<file path="src/rtl/hilo_unit_pkg.sv">
// Shared definitions for the HI/LO sequencing unit: FSM encoding, op select and
// HI/LO capture source encodings.
package hilo_unit_pkg;

  localparam int unsigned DATA_W_DEF = 32;

  localparam logic OP_MULT = 1'b0;
  localparam logic OP_DIV  = 1'b1;

  typedef enum logic [1:0] {
    StIdle    = 2'd0,
    StMultRun = 2'd1,
    StDivRun  = 2'd2,
    StDone    = 2'd3
  } state_e;

  typedef enum logic [1:0] {
    SrcRegA = 2'd0,
    SrcMult = 2'd1,
    SrcDiv  = 2'd2
  } hilo_src_e;

endpackage

</file>
<file path="src/rtl/hilo_unit_if.sv">
// Signal bundle between hilo_unit, the control unit and the mult/div units.
// slave = hilo_unit side, master = everything driving it.
interface hilo_unit_if #(
  parameter int unsigned DATA_W = 32
);
  logic              OpStart;
  logic              OpSel;
  logic              HIWrite;
  logic              LOWrite;
  logic [DATA_W-1:0] RegAOut;
  logic              MultCtrl;
  logic              MultDone;
  logic [DATA_W-1:0] MultHIOut;
  logic [DATA_W-1:0] MultLOOut;
  logic              DivCtrl;
  logic              DivDone;
  logic [DATA_W-1:0] DivHIOut;
  logic [DATA_W-1:0] DivLOOut;
  logic              DivZero;
  logic [DATA_W-1:0] HIOut;
  logic [DATA_W-1:0] LOOut;
  logic              HiloBusy;
  logic              HiloDone;
  logic              DivZeroErr;
  logic              TimeoutErr;

  modport slave (
    input  OpStart, OpSel, HIWrite, LOWrite, RegAOut,
    input  MultDone, MultHIOut, MultLOOut,
    input  DivDone, DivHIOut, DivLOOut, DivZero,
    output MultCtrl, DivCtrl, HIOut, LOOut,
    output HiloBusy, HiloDone, DivZeroErr, TimeoutErr
  );

  modport master (
    output OpStart, OpSel, HIWrite, LOWrite, RegAOut,
    output MultDone, MultHIOut, MultLOOut,
    output DivDone, DivHIOut, DivLOOut, DivZero,
    input  MultCtrl, DivCtrl, HIOut, LOOut,
    input  HiloBusy, HiloDone, DivZeroErr, TimeoutErr
  );
endinterface

</file>
<file path="src/rtl/hilo_regs.sv">
// Architectural HI/LO storage with per-register enables and a shared source mux.
module hilo_regs
  import hilo_unit_pkg::*;
#(
  parameter int unsigned DATA_W = DATA_W_DEF
) (
  input  logic              clock,
  input  logic              reset,
  input  logic              hi_en,
  input  logic              lo_en,
  input  hilo_src_e         src,
  input  logic [DATA_W-1:0] mult_hi,
  input  logic [DATA_W-1:0] mult_lo,
  input  logic [DATA_W-1:0] div_hi,
  input  logic [DATA_W-1:0] div_lo,
  input  logic [DATA_W-1:0] wdata,
  output logic [DATA_W-1:0] hi,
  output logic [DATA_W-1:0] lo
);

  logic [DATA_W-1:0] hi_q, hi_d;
  logic [DATA_W-1:0] lo_q, lo_d;
  logic [DATA_W-1:0] hi_src, lo_src;

  always_comb begin
    hi_src = wdata;
    lo_src = wdata;
    unique case (src)
      SrcMult: begin
        hi_src = mult_hi;
        lo_src = mult_lo;
      end
      SrcDiv: begin
        hi_src = div_hi;
        lo_src = div_lo;
      end
      default: begin
        hi_src = wdata;
        lo_src = wdata;
      end
    endcase
    hi_d = hi_en ? hi_src : hi_q;
    lo_d = lo_en ? lo_src : lo_q;
  end

  always_ff @(posedge clock) begin
    if (reset) begin
      hi_q <= '0;
      lo_q <= '0;
    end else begin
      hi_q <= hi_d;
      lo_q <= lo_d;
    end
  end

  assign hi = hi_q;
  assign lo = lo_q;

endmodule

</file>
<file path="src/rtl/hilo_unit.sv">
// Sequences one mult/div per request and captures the result into HI/LO.
// Define HILO_TIMEOUT_EN to add a watchdog that aborts a run after TIMEOUT_CYCLES.
module hilo_unit
  import hilo_unit_pkg::*;
#(
  parameter int unsigned DATA_W = DATA_W_DEF
`ifdef HILO_TIMEOUT_EN
  ,
  parameter int unsigned TIMEOUT_CYCLES = 48
`endif
) (
  input logic       clock,
  input logic       reset,
  hilo_unit_if.slave bus
);

  state_e    state_q, state_d;
  logic      mult_ctrl_q, mult_ctrl_d;
  logic      div_ctrl_q, div_ctrl_d;
  logic      busy_q, busy_d;
  logic      done_q, done_d;
  logic      dz_q, dz_d;
  logic      hi_en, lo_en;
  hilo_src_e src;

`ifdef HILO_TIMEOUT_EN
  localparam int unsigned CntW = (TIMEOUT_CYCLES > 2) ? $clog2(TIMEOUT_CYCLES) : 1;
  logic [CntW-1:0] cnt_q, cnt_d;
  logic            to_q, to_d;
  logic            expired;
  assign expired = (cnt_q == CntW'(TIMEOUT_CYCLES - 1));
`endif

  always_comb begin
    state_d     = state_q;
    mult_ctrl_d = mult_ctrl_q;
    div_ctrl_d  = div_ctrl_q;
    busy_d      = busy_q;
    done_d      = 1'b0;
    dz_d        = 1'b0;
    hi_en       = 1'b0;
    lo_en       = 1'b0;
    src         = SrcRegA;
`ifdef HILO_TIMEOUT_EN
    cnt_d       = '0;
    to_d        = 1'b0;
`endif
    unique case (state_q)
      StIdle: begin
        hi_en = bus.HIWrite;
        lo_en = bus.LOWrite;
        if (bus.OpStart) begin
          busy_d = 1'b1;
          if (bus.OpSel == OP_DIV) begin
            state_d    = StDivRun;
            div_ctrl_d = 1'b1;
          end else begin
            state_d     = StMultRun;
            mult_ctrl_d = 1'b1;
          end
        end
      end
      StMultRun: begin
`ifdef HILO_TIMEOUT_EN
        cnt_d = cnt_q + CntW'(1);
`endif
        if (bus.MultDone) begin
          src         = SrcMult;
          hi_en       = 1'b1;
          lo_en       = 1'b1;
          mult_ctrl_d = 1'b0;
          busy_d      = 1'b0;
          done_d      = 1'b1;
          state_d     = StDone;
        end
`ifdef HILO_TIMEOUT_EN
        else if (expired) begin
          mult_ctrl_d = 1'b0;
          busy_d      = 1'b0;
          done_d      = 1'b1;
          to_d        = 1'b1;
          state_d     = StDone;
        end
`endif
      end
      StDivRun: begin
`ifdef HILO_TIMEOUT_EN
        cnt_d = cnt_q + CntW'(1);
`endif
        if (bus.DivDone) begin
          // A zero divisor leaves HI/LO untouched and is flagged instead.
          src        = SrcDiv;
          hi_en      = !bus.DivZero;
          lo_en      = !bus.DivZero;
          dz_d       = bus.DivZero;
          div_ctrl_d = 1'b0;
          busy_d     = 1'b0;
          done_d     = 1'b1;
          state_d    = StDone;
        end
`ifdef HILO_TIMEOUT_EN
        else if (expired) begin
          div_ctrl_d = 1'b0;
          busy_d     = 1'b0;
          done_d     = 1'b1;
          to_d       = 1'b1;
          state_d    = StDone;
        end
`endif
      end
      StDone: begin
        state_d = StIdle;
      end
      default: begin
        state_d = StIdle;
      end
    endcase
  end

  always_ff @(posedge clock) begin
    if (reset) begin
      state_q     <= StIdle;
      mult_ctrl_q <= 1'b0;
      div_ctrl_q  <= 1'b0;
      busy_q      <= 1'b0;
      done_q      <= 1'b0;
      dz_q        <= 1'b0;
    end else begin
      state_q     <= state_d;
      mult_ctrl_q <= mult_ctrl_d;
      div_ctrl_q  <= div_ctrl_d;
      busy_q      <= busy_d;
      done_q      <= done_d;
      dz_q        <= dz_d;
    end
  end

`ifdef HILO_TIMEOUT_EN
  always_ff @(posedge clock) begin
    if (reset) begin
      cnt_q <= '0;
      to_q  <= 1'b0;
    end else begin
      cnt_q <= cnt_d;
      to_q  <= to_d;
    end
  end
  assign bus.TimeoutErr = to_q;
`else
  assign bus.TimeoutErr = 1'b0;
`endif

  hilo_regs #(
    .DATA_W(DATA_W)
  ) u_regs (
    .clock  (clock),
    .reset  (reset),
    .hi_en  (hi_en),
    .lo_en  (lo_en),
    .src    (src),
    .mult_hi(bus.MultHIOut),
    .mult_lo(bus.MultLOOut),
    .div_hi (bus.DivHIOut),
    .div_lo (bus.DivLOOut),
    .wdata  (bus.RegAOut),
    .hi     (bus.HIOut),
    .lo     (bus.LOOut)
  );

  assign bus.MultCtrl   = mult_ctrl_q;
  assign bus.DivCtrl    = div_ctrl_q;
  assign bus.HiloBusy   = busy_q;
  assign bus.HiloDone   = done_q;
  assign bus.DivZeroErr = dz_q;

endmodule
</file>
<file path="src/flat_wrapper.sv">
// flat-port wrapper written by rule: the top's interface ports become plain ports
module hilo_unit_flat import hilo_unit_pkg::*;
#(
  parameter int unsigned DATA_W = DATA_W_DEF

)
  (clock, reset, bus_OpStart, bus_OpSel, bus_HIWrite, bus_LOWrite, bus_RegAOut, bus_MultDone, bus_MultHIOut, bus_MultLOOut, bus_DivDone, bus_DivHIOut, bus_DivLOOut, bus_DivZero, bus_MultCtrl, bus_DivCtrl, bus_HIOut, bus_LOOut, bus_HiloBusy, bus_HiloDone, bus_DivZeroErr, bus_TimeoutErr);
  hilo_unit_if #(.DATA_W(DATA_W)) bus_i ();
  input logic clock;
  input logic reset;
  input wire logic [$bits(bus_i.OpStart)-1:0] bus_OpStart;
  input wire logic [$bits(bus_i.OpSel)-1:0] bus_OpSel;
  input wire logic [$bits(bus_i.HIWrite)-1:0] bus_HIWrite;
  input wire logic [$bits(bus_i.LOWrite)-1:0] bus_LOWrite;
  input wire logic [$bits(bus_i.RegAOut)-1:0] bus_RegAOut;
  input wire logic [$bits(bus_i.MultDone)-1:0] bus_MultDone;
  input wire logic [$bits(bus_i.MultHIOut)-1:0] bus_MultHIOut;
  input wire logic [$bits(bus_i.MultLOOut)-1:0] bus_MultLOOut;
  input wire logic [$bits(bus_i.DivDone)-1:0] bus_DivDone;
  input wire logic [$bits(bus_i.DivHIOut)-1:0] bus_DivHIOut;
  input wire logic [$bits(bus_i.DivLOOut)-1:0] bus_DivLOOut;
  input wire logic [$bits(bus_i.DivZero)-1:0] bus_DivZero;
  output wire logic [$bits(bus_i.MultCtrl)-1:0] bus_MultCtrl;
  output wire logic [$bits(bus_i.DivCtrl)-1:0] bus_DivCtrl;
  output wire logic [$bits(bus_i.HIOut)-1:0] bus_HIOut;
  output wire logic [$bits(bus_i.LOOut)-1:0] bus_LOOut;
  output wire logic [$bits(bus_i.HiloBusy)-1:0] bus_HiloBusy;
  output wire logic [$bits(bus_i.HiloDone)-1:0] bus_HiloDone;
  output wire logic [$bits(bus_i.DivZeroErr)-1:0] bus_DivZeroErr;
  output wire logic [$bits(bus_i.TimeoutErr)-1:0] bus_TimeoutErr;
  assign bus_i.OpStart = bus_OpStart;
  assign bus_i.OpSel = bus_OpSel;
  assign bus_i.HIWrite = bus_HIWrite;
  assign bus_i.LOWrite = bus_LOWrite;
  assign bus_i.RegAOut = bus_RegAOut;
  assign bus_i.MultDone = bus_MultDone;
  assign bus_i.MultHIOut = bus_MultHIOut;
  assign bus_i.MultLOOut = bus_MultLOOut;
  assign bus_i.DivDone = bus_DivDone;
  assign bus_i.DivHIOut = bus_DivHIOut;
  assign bus_i.DivLOOut = bus_DivLOOut;
  assign bus_i.DivZero = bus_DivZero;
  assign bus_MultCtrl = bus_i.MultCtrl;
  assign bus_DivCtrl = bus_i.DivCtrl;
  assign bus_HIOut = bus_i.HIOut;
  assign bus_LOOut = bus_i.LOOut;
  assign bus_HiloBusy = bus_i.HiloBusy;
  assign bus_HiloDone = bus_i.HiloDone;
  assign bus_DivZeroErr = bus_i.DivZeroErr;
  assign bus_TimeoutErr = bus_i.TimeoutErr;
  hilo_unit #(.DATA_W(DATA_W)) u_core (.clock(clock), .reset(reset), .bus(bus_i));
endmodule
</file>
<file path="config.mk">
export PLATFORM = sky130hd
export DESIGN_NAME = hilo_unit_flat
export DESIGN_NICKNAME = d
export VERILOG_FILES = /design/src/rtl/hilo_unit_pkg.sv /design/src/rtl/hilo_unit_if.sv /design/src/rtl/hilo_regs.sv /design/src/rtl/hilo_unit.sv /design/src/flat_wrapper.sv
export SDC_FILE = /design/constraint.sdc
export NUM_CORES = 1
export LEC_CHECK = 0
export BUFFER_PORTS_ARGS = -buffer_cell sky130_fd_sc_hd__buf_2
export CORE_MARGIN = 2
export CORE_UTILIZATION = 30
export DETAILED_ROUTE_END_ITERATION = 16
export PLACE_DENSITY = 0.69
export SLEW_MARGIN = 20
export SYNTH_ARGS = -nofsm -noshare
export SYNTH_HDL_FRONTEND = slang
export SYNTH_SLANG_ARGS = --single-unit
export TNS_END_PERCENT = 20
</file>
<file path="constraint.sdc">
create_clock -name clock -period 4.8 [get_ports clock]
set_clock_uncertainty 0.05 [all_clocks]
set_input_delay 0 -clock clock [delete_from_list [all_inputs] [get_ports clock]]
set_output_delay 0 -clock clock [all_outputs]
set_load 0.1 [all_outputs]
</file>
==> results of run 1 <==
-- synthesized netlist by cell type (all sizes together) (2+ instances only) --
master / n
nand2: 6
mux2i: 2
a21o: 32
clkbuf: 32
nor2b: 2
a21oi: 3
a31o: 2
o31ai: 64
buf: 20
ha: 8
a211oi: 3
nor2: 3
inv: 40
dfxtp: 71
nand3b: 65
a221oi: 65
o21ai: 2
-- cells by family after synthesis --
kind of cell,share of synthesized area
fa+ha+maj,0.0253
flops,0.360
compound gates,0.360
mux,0.00507
other cells,0.000949
buf+inv,0.107
simple gates,0.142
-- per-stage QoR --
stage / hold WS (ns) / worst slack [ns] / utilization / instance area (um^2)
after detailed placement: 0.236 / 2.24 / 0.403 / 5130
after floorplan: 0.0978 / 2.68 / - / 3950
after global placement: 0.231 / 1.98 / 0.402 / 5120
==> flow_metrics.tcl, run 1 <==
set metrics [dict create \
    status "stopped before the end" \
    lastStage "4_1_cts" \
    error_line "[ERROR RSZ-0060] Max buffer count reached." \
    ioPinCount 239 \
    ys_ff_latch 71 \
    syn_area_um2 3950 \
    ys_seq_area_frac 0.360 \
    post_cts_buffers 0 \
    portBuffers 237 \
    start_util 0.311 \
    ys_warn_count 0 \
    gp_congestion 0.837 \
    synth_flop_cell "dfxtp_1" \
    syn_area_per_cell_um2 9.25 \
    cts_buffer_depth 2 \
    syn_nets 604 \
    die_h_um 119 \
    cts.sinks 71 \
    cts_root_buf "clkbuf_16" \
    row_count 41 \
    netlist_top_cells_area "dfxtp_1 36%, a221oi_1 14%, nand3b_1 12%" \
    synth_top_cell_area_share 0.360 \
    synth_top_cell_by_area "dfxtp_1" \
    htreeDepth 3 \
    cts_resized 0 \
    die_w_um 119 \
    cts_hold_buf 162 \
    place_inst 787 \
    netlist_instances 427 \
    async_flop_share 0 \
    synth_edf_count 0 \
    hpwl_um 8620 \
    numCtsBuffers 9 \
    synth_cell_types 29 \
]
==> inputs of run 2 (changes only) <==
--- a/config.mk
+++ b/config.mk
@@ -7,9 +7,9 @@
 export LEC_CHECK = 0
 export BUFFER_PORTS_ARGS = -buffer_cell sky130_fd_sc_hd__buf_2
 export CORE_MARGIN = 2
-export CORE_UTILIZATION = 30
+export CORE_UTILIZATION = 20
 export DETAILED_ROUTE_END_ITERATION = 16
-export PLACE_DENSITY = 0.69
+export PLACE_DENSITY_LB_ADDON = 0.15
 export SLEW_MARGIN = 20
 export SYNTH_ARGS = -nofsm -noshare
 export SYNTH_HDL_FRONTEND = slang
==> run 2 against run 1 <==
  * The flow now finishes without violations
  * Area after synthesis did not move
  * Synthesized cell count did not move
==> flow_metrics.tcl, run 2 <==
set metrics [dict create \
    synth_top_cell_by_area "dfxtp_1" \
    wirelength_um 15700 \
    cts.clk_slew.worst_paths_ns 0.06 \
    row_count 51 \
    numCtsBuffers 9 \
    syn_area_um2 3950 \
    antenna_found_initial 1 \
    hpwl_um 10000 \
    grt_max_degree 97 \
    synth_top_cell_area_share 0.360 \
    fp.coreArea_um2 19400 \
    max_slew_margin 0.313 \
    required_ns 5.03 \
    fp.dieArea_um2 20900 \
    cts_root_buf "clkbuf_16" \
    syn_area_per_cell_um2 9.25 \
    ant_nets 0 \
    drive_gt1_frac 0.338 \
    cts_tree "done" \
    leakagePower_nw 3.58 \
    yosysMostFrequentCell "dfxtp_1" \
    drcViolationCount 0 \
    fin_ws_ns 0.893 \
    cp-end-kind "flip-flop" \
    htreeDepth 3 \
    hold_viol_final 0 \
    vias_per_cell 4.56 \
    mostFrequentLayoutCell "buf_2" \
    grt_pass1_wl_um 23800 \
    powerDensity_nw_per_um2 661 \
    placed_cell_area_um2 5240 \
    layout_common_cells "237 x buf_2, 168 x dlygate4sd3_1, 71 x dfxtp_1" \
    track_usage 0.145 \
    ys_top_cells_by_count "71 x dfxtp_1, 65 x nand3b_1, 64 x a221oi_1, 55 x o31ai_1, 40 x inv_1" \
    syn_nets 604 \
    slew_viol_final 0 \
    grt_pass1_vias 4864 \
    cts_buffer_depth 2 \
    drtIter0Drc 160 \
    portBuffers 237 \
    crit_path_start_kind "flip-flop" \
    gp_congestion 0.783 \
    netlist_instances 427 \
    max-vdd-ir-drop_v 0.000572 \
    synth_cell_types 29 \
    worstSkewPairLatency_ns 0.33 \
    ys_ff_latch 71 \
    grt_overflow 0 \
    fin_hold_ws_ns 0.00430 \
    cts_hold_buf 168 \
    clock.fmax_mhz 256 \
    finalCritPeriodShare 0.814 \
    ioPinCount 239 \
    cts_resized 0 \
    vias 4856 \
    start_util 0.204 \
    netlist_top_cells_area "dfxtp_1 36%, a221oi_1 14%, nand3b_1 12%" \
    synth_edf_count 0 \
    fin_tns_setup_ns 0 \
    drtPass1Iterations 4 \
    ys_warn_count 0 \
    crit_type "flip-flop to flip-flop" \
    cts.sinks 71 \
    ys_seq_area_frac 0.360 \
    path_max_fanout 36 \
    n_fill_cell 2070 \
    layout.nets 972 \
    area_growth_pct 82.6 \
    wl_per_cell_um 14.7 \
    die_w_um 145 \
    post_cts_buffers 0 \
    cp.arrival_ns 4.13 \
    setup_viol 0 \
    place_ws_ns 1.96 \
    final_cells 1066 \
    hold_path_class "input pin to flip-flop" \
    die_h_um 145 \
    maxCapViolCount 0 \
    worst_pin_slew_ns 1.03 \
    rsz0062_at_grt "false" \
    status "finished clean" \
    synth_flop_cell "dfxtp_1" \
    period_needed_ns 3.91 \
    place_inst 881 \
    final_area_um2 7220 \
    async_flop_share 0 \
]
-- run 2: kinds of logic after synthesis --
logic type,after synthesis,synth area share
AO/OA/AOI/OAI,173,0.360
buffers and inverters,92,0.107
AND/OR/NAND/NOR,80,0.142
flip-flops,71,0.360
adder cells (fa/ha/maj),8,0.0253
multiplexers,2,0.00507
other,1,0.000949
-- run 2: metrics by stage --
stage	util	total power, mW
CTS	0.372	4.80
detailed placement	0.270	3.66
global route	0.372	5.02
floorplan	-	3.23
finish	0.372	4.77
global placement	0.270	3.64
-- run 2: final cells by class --
class | instances | area (um^2) | area share
Antenna cell | 1 | 2.50 | 0.000347
Timing Repair Buffer | 409 | 2900 | 0.402
Clock inverter | 4 | 45.0 | 0.00624
Sequential cell | 71 | 1420 | 0.197
Clock buffer | 12 | 246 | 0.0342
Multi-Input combinational cell | 264 | 2120 | 0.294
Inverter | 40 | 150 | 0.0208
Tap cell | 265 | 332 | 0.0460
-- run 2: power by group --
part           leakage, nW  total, mW  internal (mW)  switching, mW
clock network        0.146      0.680          0.415          0.265
logic                 2.84       3.18          0.892           2.28
registers            0.584      0.917          0.806          0.111
-- run 2: worst max-delay path, cell delays in order, from the launching register on --
cell and delay, ns:
dfxtp_1 0.41, inv_1 0.11, ha_1 0.35, nand3_1 0.15, inv_1 0.09, ha_2 0.57, buf_4 0.50, a221oi_1 0.17
dlygate4sd3_1 0.63, o31ai_1 0.20, dlygate4sd3_1 0.59
-- run 2: metal layers --
layer / up-vias / track usage / wire (um)
met1: 2287 / 0.167 / 6660
met3: 20 / 0.0278 / 883
met4: 0 / 0.0639 / 330
met5: - / 0 / 0
li1: 2390 / - / -
met2: 159 / 0.261 / 7830
-- run 2: worst paths after layout --
path	to	slack [ns]	cells past startpoint	start
setup reg to reg	u_core.u_regs.hi[5]$_SDFFE_PP0P_	0.89	10	u_core.state_q[0]$_SDFFE_PP0P_
setup / recovery	u_core.u_regs.hi[5]$_SDFFE_PP0P_	0.89	10	u_core.state_q[0]$_SDFFE_PP0P_
hold reg to reg	u_core.bus.MultCtrl$_SDFFE_PP0P_	0.42	2	u_core.bus.MultCtrl$_SDFFE_PP0P_
hold / removal	u_core.u_regs.hi[8]$_SDFFE_PP0P_	0.004	3	bus_MultHIOut[8]
(Power assumes the default switching activity.)
==> inputs of run 3 (changes only) <==
--- a/config.mk
+++ b/config.mk
@@ -5,6 +5,7 @@
 export SDC_FILE = /design/constraint.sdc
 export NUM_CORES = 1
 export LEC_CHECK = 0
+export ABC_AREA = 1
 export BUFFER_PORTS_ARGS = -buffer_cell sky130_fd_sc_hd__buf_2
 export CORE_MARGIN = 2
 export CORE_UTILIZATION = 20
==> constraint.sdc (replaced) <==
create_clock -name clock -period 3.8 [get_ports clock]
set_clock_uncertainty 0.05 [all_clocks]
set_input_delay 0 -clock clock [delete_from_list [all_inputs] [get_ports clock]]
set_output_delay 0 -clock clock [all_outputs]
set_load 0.1 [all_outputs]
==> run 3 against run 2 <==
  * Clock-buffer cell count grew 1
  * Area after synthesis rose by 22%
  * Non-clock buffer count is 146 lower
  * Flip-flop and latch count unchanged
  * Synthesized cell count is 100% higher
  * Fmax up 44%
  * Die area rose by 21%
  * Via count increased by 9.9%
  * Wire length up 7.0%
  * Largest cell class is now multi-input combinational cells
==> flow_metrics.tcl, run 3 <==
set metrics [dict create \
    ant_nets 0 \
    cts_tree "done" \
    grt_max_degree 65 \
    layout.nets 1261 \
    yosysMostFrequentCell "nand2_1" \
    worst_pin_slew_ns 1.02 \
    required_ns 4.02 \
    cpMaxStageDelayCell "ha_2" \
    finalCritPeriodShare 0.716 \
    track_usage 0.131 \
    hpwl_um 12100 \
    ys_seq_area_frac 0.295 \
    placed_cell_area_um2 6060 \
    setup_viol 0 \
    crit_path_start_kind "flip-flop" \
    fp.dieArea_um2 25300 \
    vias_per_cell 3.79 \
    vias 5336 \
    portBuffers 237 \
    synth_top_family_by_area "simple AND/OR/NAND/NOR gates" \
    cp_num_buf_inv 4 \
    period_needed_ns 2.72 \
    drtPass1Iterations 4 \
    crit_type "flip-flop to flip-flop" \
    status "finished clean" \
    path_max_fanout 35 \
    area_growth_pct 37.5 \
    synthAdderAreaFrac 0.0208 \
    gp_congestion 0.753 \
    synth.area.mux_share 0 \
    antenna_found_initial 0 \
    mostFrequentLayoutCell "nand2_1" \
    path_cells "inv_1 -> ha_1 -> inv_1 -> nor2_1 -> ha_2 -> buf_12 -> nand2_1 -> nand2_1 -> inv_1 -> o21ai_0 -> nor2_1 -> nor2_1" \
    holdCritStartpoint "bus_RegAOut[26]" \
    synth_top_cell_area_share 0.295 \
    layout_common_cells "363 x nand2_1, 237 x buf_2, 141 x inv_1" \
    netlist_instances 855 \
    cp-end-kind "flip-flop" \
    syn_area_um2 4810 \
    final_cells 1408 \
    maxCapViolCount 0 \
    grt_pass1_wl_um 26700 \
    numCtsBuffers 9 \
    synth-xor-area-share 0 \
    ys_warn_count 0 \
    die_h_um 159 \
    synth_simple_gate_area_frac 0.412 \
    synth_edf_count 0 \
    fp.coreArea_um2 23500 \
    fin_tns_setup_ns 0 \
    cts_root_buf "clkbuf_16" \
    cts.sinks 71 \
    drcViolationCount 0 \
    cp-startpoint "u_core.state_q[0]$_SDFFE_PP0P_" \
    max_stage_delay_ns 0.66 \
    max-vdd-ir-drop_v 0.000189 \
    hold_path_class "input pin to flip-flop" \
    grt_pass1_vias 5211 \
    cts_buffer_depth 2 \
    synth_top_cell_by_area "dfxtp_1" \
    synth_flop_cell "dfxtp_1" \
    drtIter0Drc 183 \
    die_w_um 159 \
    wl_per_cell_um 11.9 \
    synth-compound-area-share 0.0777 \
    crit_family "adder cells" \
    max_slew_margin 0.316 \
    syn_area_per_cell_um2 5.63 \
    syn_nets 1032 \
    place_inst 1369 \
    ioPinCount 239 \
    start_util 0.204 \
    hold_viol_final 0 \
    clock.fmax_mhz 368 \
    final_util 0.281 \
    row_count 56 \
    worstSkewPairLatency_ns 0.33 \
    slew_viol_final 0 \
    rsz0062_at_grt "false" \
    post_cts_buffers 0 \
    ys_ff_latch 71 \
    cts.clk_slew.worst_paths_ns 0.06 \
    synth_cell_types 23 \
    drive_gt1_frac 0.246 \
    cp.arrival_ns 2.94 \
    htreeDepth 3 \
    final_area_um2 6620 \
    diodes 0 \
    ys_top_cells_by_count "363 x nand2_1, 142 x inv_1, 134 x nor2_1, 71 x dfxtp_1, 37 x o21ai_0" \
    netlist_top_cells_area "dfxtp_1 30%, nand2_1 28%, inv_1 11%" \
    wirelength_um 16800 \
    async_flop_share 0 \
    powerDensity_nw_per_um2 699 \
    grt_overflow 0 \
    leakagePower_nw 3.67 \
    r2r-start "u_core.state_q[0]$_SDFFE_PP0P_" \
]
-- run 3: worst reg2reg max path: stages (launching register included) --
cell     delay, ns
dfxtp_1       0.40
inv_1         0.10
ha_1          0.32
inv_1         0.08
nor2_1        0.16
ha_2          0.66
buf_12        0.31
nand2_1       0.08
nand2_1       0.07
inv_1         0.03
o21ai_0       0.19
nor2_1        0.09
nor2_1        0.12
-- run 3: cell families after synthesis --
family          after synthesis
other cells                   1
fa+ha+maj                     8
buf+inv                     187
compound gates               74
simple gates                514
flops                        71
-- run 3: cell type report --
| cell class | count | area, um^2 |
|---|---|---|
| fill | 2773 | 16900 |
| multi-input combinational | 597 | 2480 |
| timing repair buffer | 263 | 1460 |
| sequential | 71 | 1420 |
| inverter | 142 | 533 |
| tap | 319 | 399 |
| clock buffer | 13 | 260 |
| clock inverter | 3 | 65.1 |
-- run 3: final timing paths --
path / to / slack (ns) / cells after the start
worst min-delay path: u_core.u_regs.lo[26]$_SDFFE_PP0P_ / 0.004 / 5
worst max-delay path: u_core.u_regs.lo[11]$_SDFFE_PP0P_ / 1.08 / 12
worst min register to register: u_core.bus.HiloBusy$_SDFFE_PP0P_ / 0.44 / 2
worst max register to register: u_core.u_regs.lo[11]$_SDFFE_PP0P_ / 1.08 / 12
-- run 3: what timing repair did --
action | in CTS | in global routing
resized for setup | 0 | 0
hold endpoints to repair | 38 | 0
hold buffers | 23 | 0
setup endpoints to repair | 0 | 0
-- run 3: power by group --
| group | internal (mW) | total [mW] | switching, mW |
|---|---|---|---|
| sequential | 0.939 | 1.03 | 0.0947 |
| combinational | 0.502 | 2.64 | 2.14 |
| clock | 0.611 | 0.948 | 0.337 |
-- run 3: per-stage QoR --
step	setup WS, ns	power [mW]	hold WS [ns]
2_1_floorplan	1.76	3.29	0.0191
3_3_place_gp	1.06	3.72	0.204
3_5_place_dp	1.01	3.71	0.187
4_1_cts	0.989	4.72	0.00300
5_1_grt	0.798	4.94	0.0241
6_report	1.08	4.62	0.00382
-- run 3: metal layers --
| layer | up-vias | GRT usage | wire length (um) |
|---|---|---|---|
| met5 | - | 0 | 0 |
| met4 | 0 | 0.0244 | 132 |
| met3 | 9 | 0.0393 | 1070 |
| met2 | 149 | 0.218 | 7530 |
| met1 | 2241 | 0.167 | 8070 |
| li1 | 2937 | - | - |
==> inputs of run 4 (changes only) <==
--- a/config.mk
+++ b/config.mk
@@ -5,7 +5,7 @@
 export SDC_FILE = /design/constraint.sdc
 export NUM_CORES = 1
 export LEC_CHECK = 0
-export ABC_AREA = 1
+export ABC_AREA = 0
 export BUFFER_PORTS_ARGS = -buffer_cell sky130_fd_sc_hd__buf_2
 export CORE_MARGIN = 2
 export CORE_UTILIZATION = 20
==> constraint.sdc (replaced) <==
create_clock -name clock -period 2.5 [get_ports clock]
set_clock_uncertainty 0.05 [all_clocks]
set_input_delay 0 -clock clock [delete_from_list [all_inputs] [get_ports clock]]
set_output_delay 0 -clock clock [all_outputs]
set_load 0.1 [all_outputs]
==> run 4 against run 3 <==
  * First-iteration DRC count increased by 8.2%
  * Critical endpoint is now u_core.u_regs.lo[15]$_SDFFE_PP0P_
  * Sequential share of layout area shrank 1.3 points
  * Total power grew 82%
  * Via count is 8.5% lower
  * Die area is 17% lower
  * Worst hold slack improved by 0.0030 ns
  * Largest power group unchanged
  * Critical path depth is 5 lower
  * Highest routed layer unchanged
==> flow_metrics.tcl, run 4 (same netlist as run 2, synthesis figures left out) <==
set metrics [dict create \
    status "finished clean" \
    hold_viol_final 0 \
    max-vdd-ir-drop_v 0.000487 \
    antenna_found_initial 1 \
    worst_pin_slew_ns 0.613 \
    worstSkewPairLatency_ns 0.33 \
    die_h_um 145 \
    period_needed_ns 2.30 \
    multi_input_area_um2 2120 \
    clock.fmax_mhz 435 \
    grt_pass1_wl_um 24100 \
    cp-end-kind "flip-flop" \
    reg2regPathDepth 7 \
    rsz0062_at_grt "false" \
    drtPass1Iterations 5 \
    slew_viol_final 0 \
    cts.sinks 71 \
    max_stage_delay_ns 0.49 \
    cts_resized 0 \
    seqPwrFrac 0.210 \
    vias 4882 \
    gp_congestion 0.801 \
    fin_hold_ws_ns 0.00681 \
    drive_gt1_frac 0.352 \
    crit_path_start_kind "flip-flop" \
    max_slew_margin 0.591 \
    cpMaxStageDelayCell "ha_4" \
    hold_depth 3 \
    cts.clk_slew.worst_paths_ns 0.06 \
    area_growth_pct 77.9 \
    cts_tree "done" \
    seq_area_um2 1420 \
    hold_path_class "input pin to flip-flop" \
    numCtsBuffers 9 \
    p_int_mw 3.42 \
    fin_tns_setup_ns 0 \
    fp.dieArea_um2 20900 \
    powerDensity_nw_per_um2 1200 \
    drcViolationCount 0 \
    setup_viol 0 \
    ant_nets 0 \
    crit_type "flip-flop to flip-flop" \
    crit_family "adder cells" \
    path_max_fanout 33 \
    path_cells "inv_1 -> ha_1 -> nand3_1 -> ha_4 -> buf_12 -> a221oi_1 -> o31ai_1" \
    maxCapViolCount 0 \
    die_w_um 145 \
    switching_power_mw 5.02 \
    htreeDepth 3 \
    track_usage 0.149 \
    pwr-share-clk 0.135 \
    grt_pass1_vias 4903 \
    start_util 0.204 \
    hpwl_um 10500 \
    crit_cells 7 \
    portBuffers 237 \
    mostFrequentLayoutCell "buf_2" \
    layout_common_cells "237 x buf_2, 141 x dlygate4sd3_1, 71 x dfxtp_1" \
    n_fill_cell 2006 \
    cp_num_buf_inv 2 \
    combinationalPowerShare 0.655 \
    grt_max_degree 65 \
    cts_root_buf "clkbuf_16" \
    drtIter0Drc 198 \
    vias_per_cell 4.68 \
    finalCritPeriodShare 0.920 \
    swShare 0.595 \
    wl_per_cell_um 15.8 \
    leakagePower_nw 3.28 \
    layout.nets 952 \
    ioPinCount 239 \
    row_count 51 \
    required_ns 2.69 \
    wirelength_um 16500 \
    fp.coreArea_um2 19400 \
    grt_overflow 0 \
    cts_buffer_depth 2 \
    cp.arrival_ns 2.49 \
]
==> run 4: what timing repair did <==
item                                   CTS  global route
hold buffers                           141             0
endpoints found under the hold margin   64             0
setup endpoints to repair                0            11
setup buffers                            0             1
==> run 4: final cells by class <==
class                      instances  area share
antenna                            1    0.000356
clock buffer                      12      0.0336
clock inverter                     2     0.00142
inverter                          40      0.0214
multi-input combinational        264       0.302
sequential                        71       0.202
tap                              265      0.0472
timing repair buffer             389       0.392
==> run 4: tightest hold or removal path, stage by stage <==
cell,delay (ns)
buf_2,0.08
a221oi_1,0.07
o31ai_1,0.21
==> run 4: per-layer routing <==
layer | share of wire | wire (um) | track usage
met1 | 0.41 | 6800 | 0.166
met2 | 0.51 | 8430 | 0.272
met3 | 0.055 | 910 | 0.0331
met4 | 0.022 | 360 | 0.0588
met5 | 0 | 0 | 0
==> run 4: final timing paths <==
check | start | end | slack (ns)
setup / recovery | u_core.state_q[0]$_SDFFE_PP0P_ | u_core.u_regs.lo[15]$_SDFFE_PP0P_ | 0.20
hold / removal | bus_DivLOOut[21] | u_core.u_regs.lo[21]$_SDFFE_PP0P_ | 0.007
setup reg to reg | u_core.state_q[0]$_SDFFE_PP0P_ | u_core.u_regs.lo[15]$_SDFFE_PP0P_ | 0.20
hold reg to reg | u_core.bus.MultCtrl$_SDFFE_PP0P_ | u_core.bus.MultCtrl$_SDFFE_PP0P_ | 0.43
==> run 4: metrics by stage <==
stage	std cells	utilization	power [mW]	instance area [um^2]	setup WS [ns]
detailed placement	887	0.276	7.13	5350	0.183
finish	1044	0.362	8.43	7030	0.201
CTS	1042	0.361	8.48	7010	0.162
global route	1044	0.362	8.87	7030	0.0411
floorplan	427	-	6.19	3950	0.378
global placement	887	0.276	7.11	5350	0.194
==> run 4: power groups by stage <==
stage	Sequential (mW)	Clock [mW]	Combinational (mW)
2_1_floorplan	4.60	0	1.59
3_3_place_gp	1.79	0	5.32
3_5_place_dp	1.79	0	5.34
4_1_cts	1.77	1.19	5.52
5_1_grt	1.81	1.23	5.83
6_report	1.77	1.14	5.53
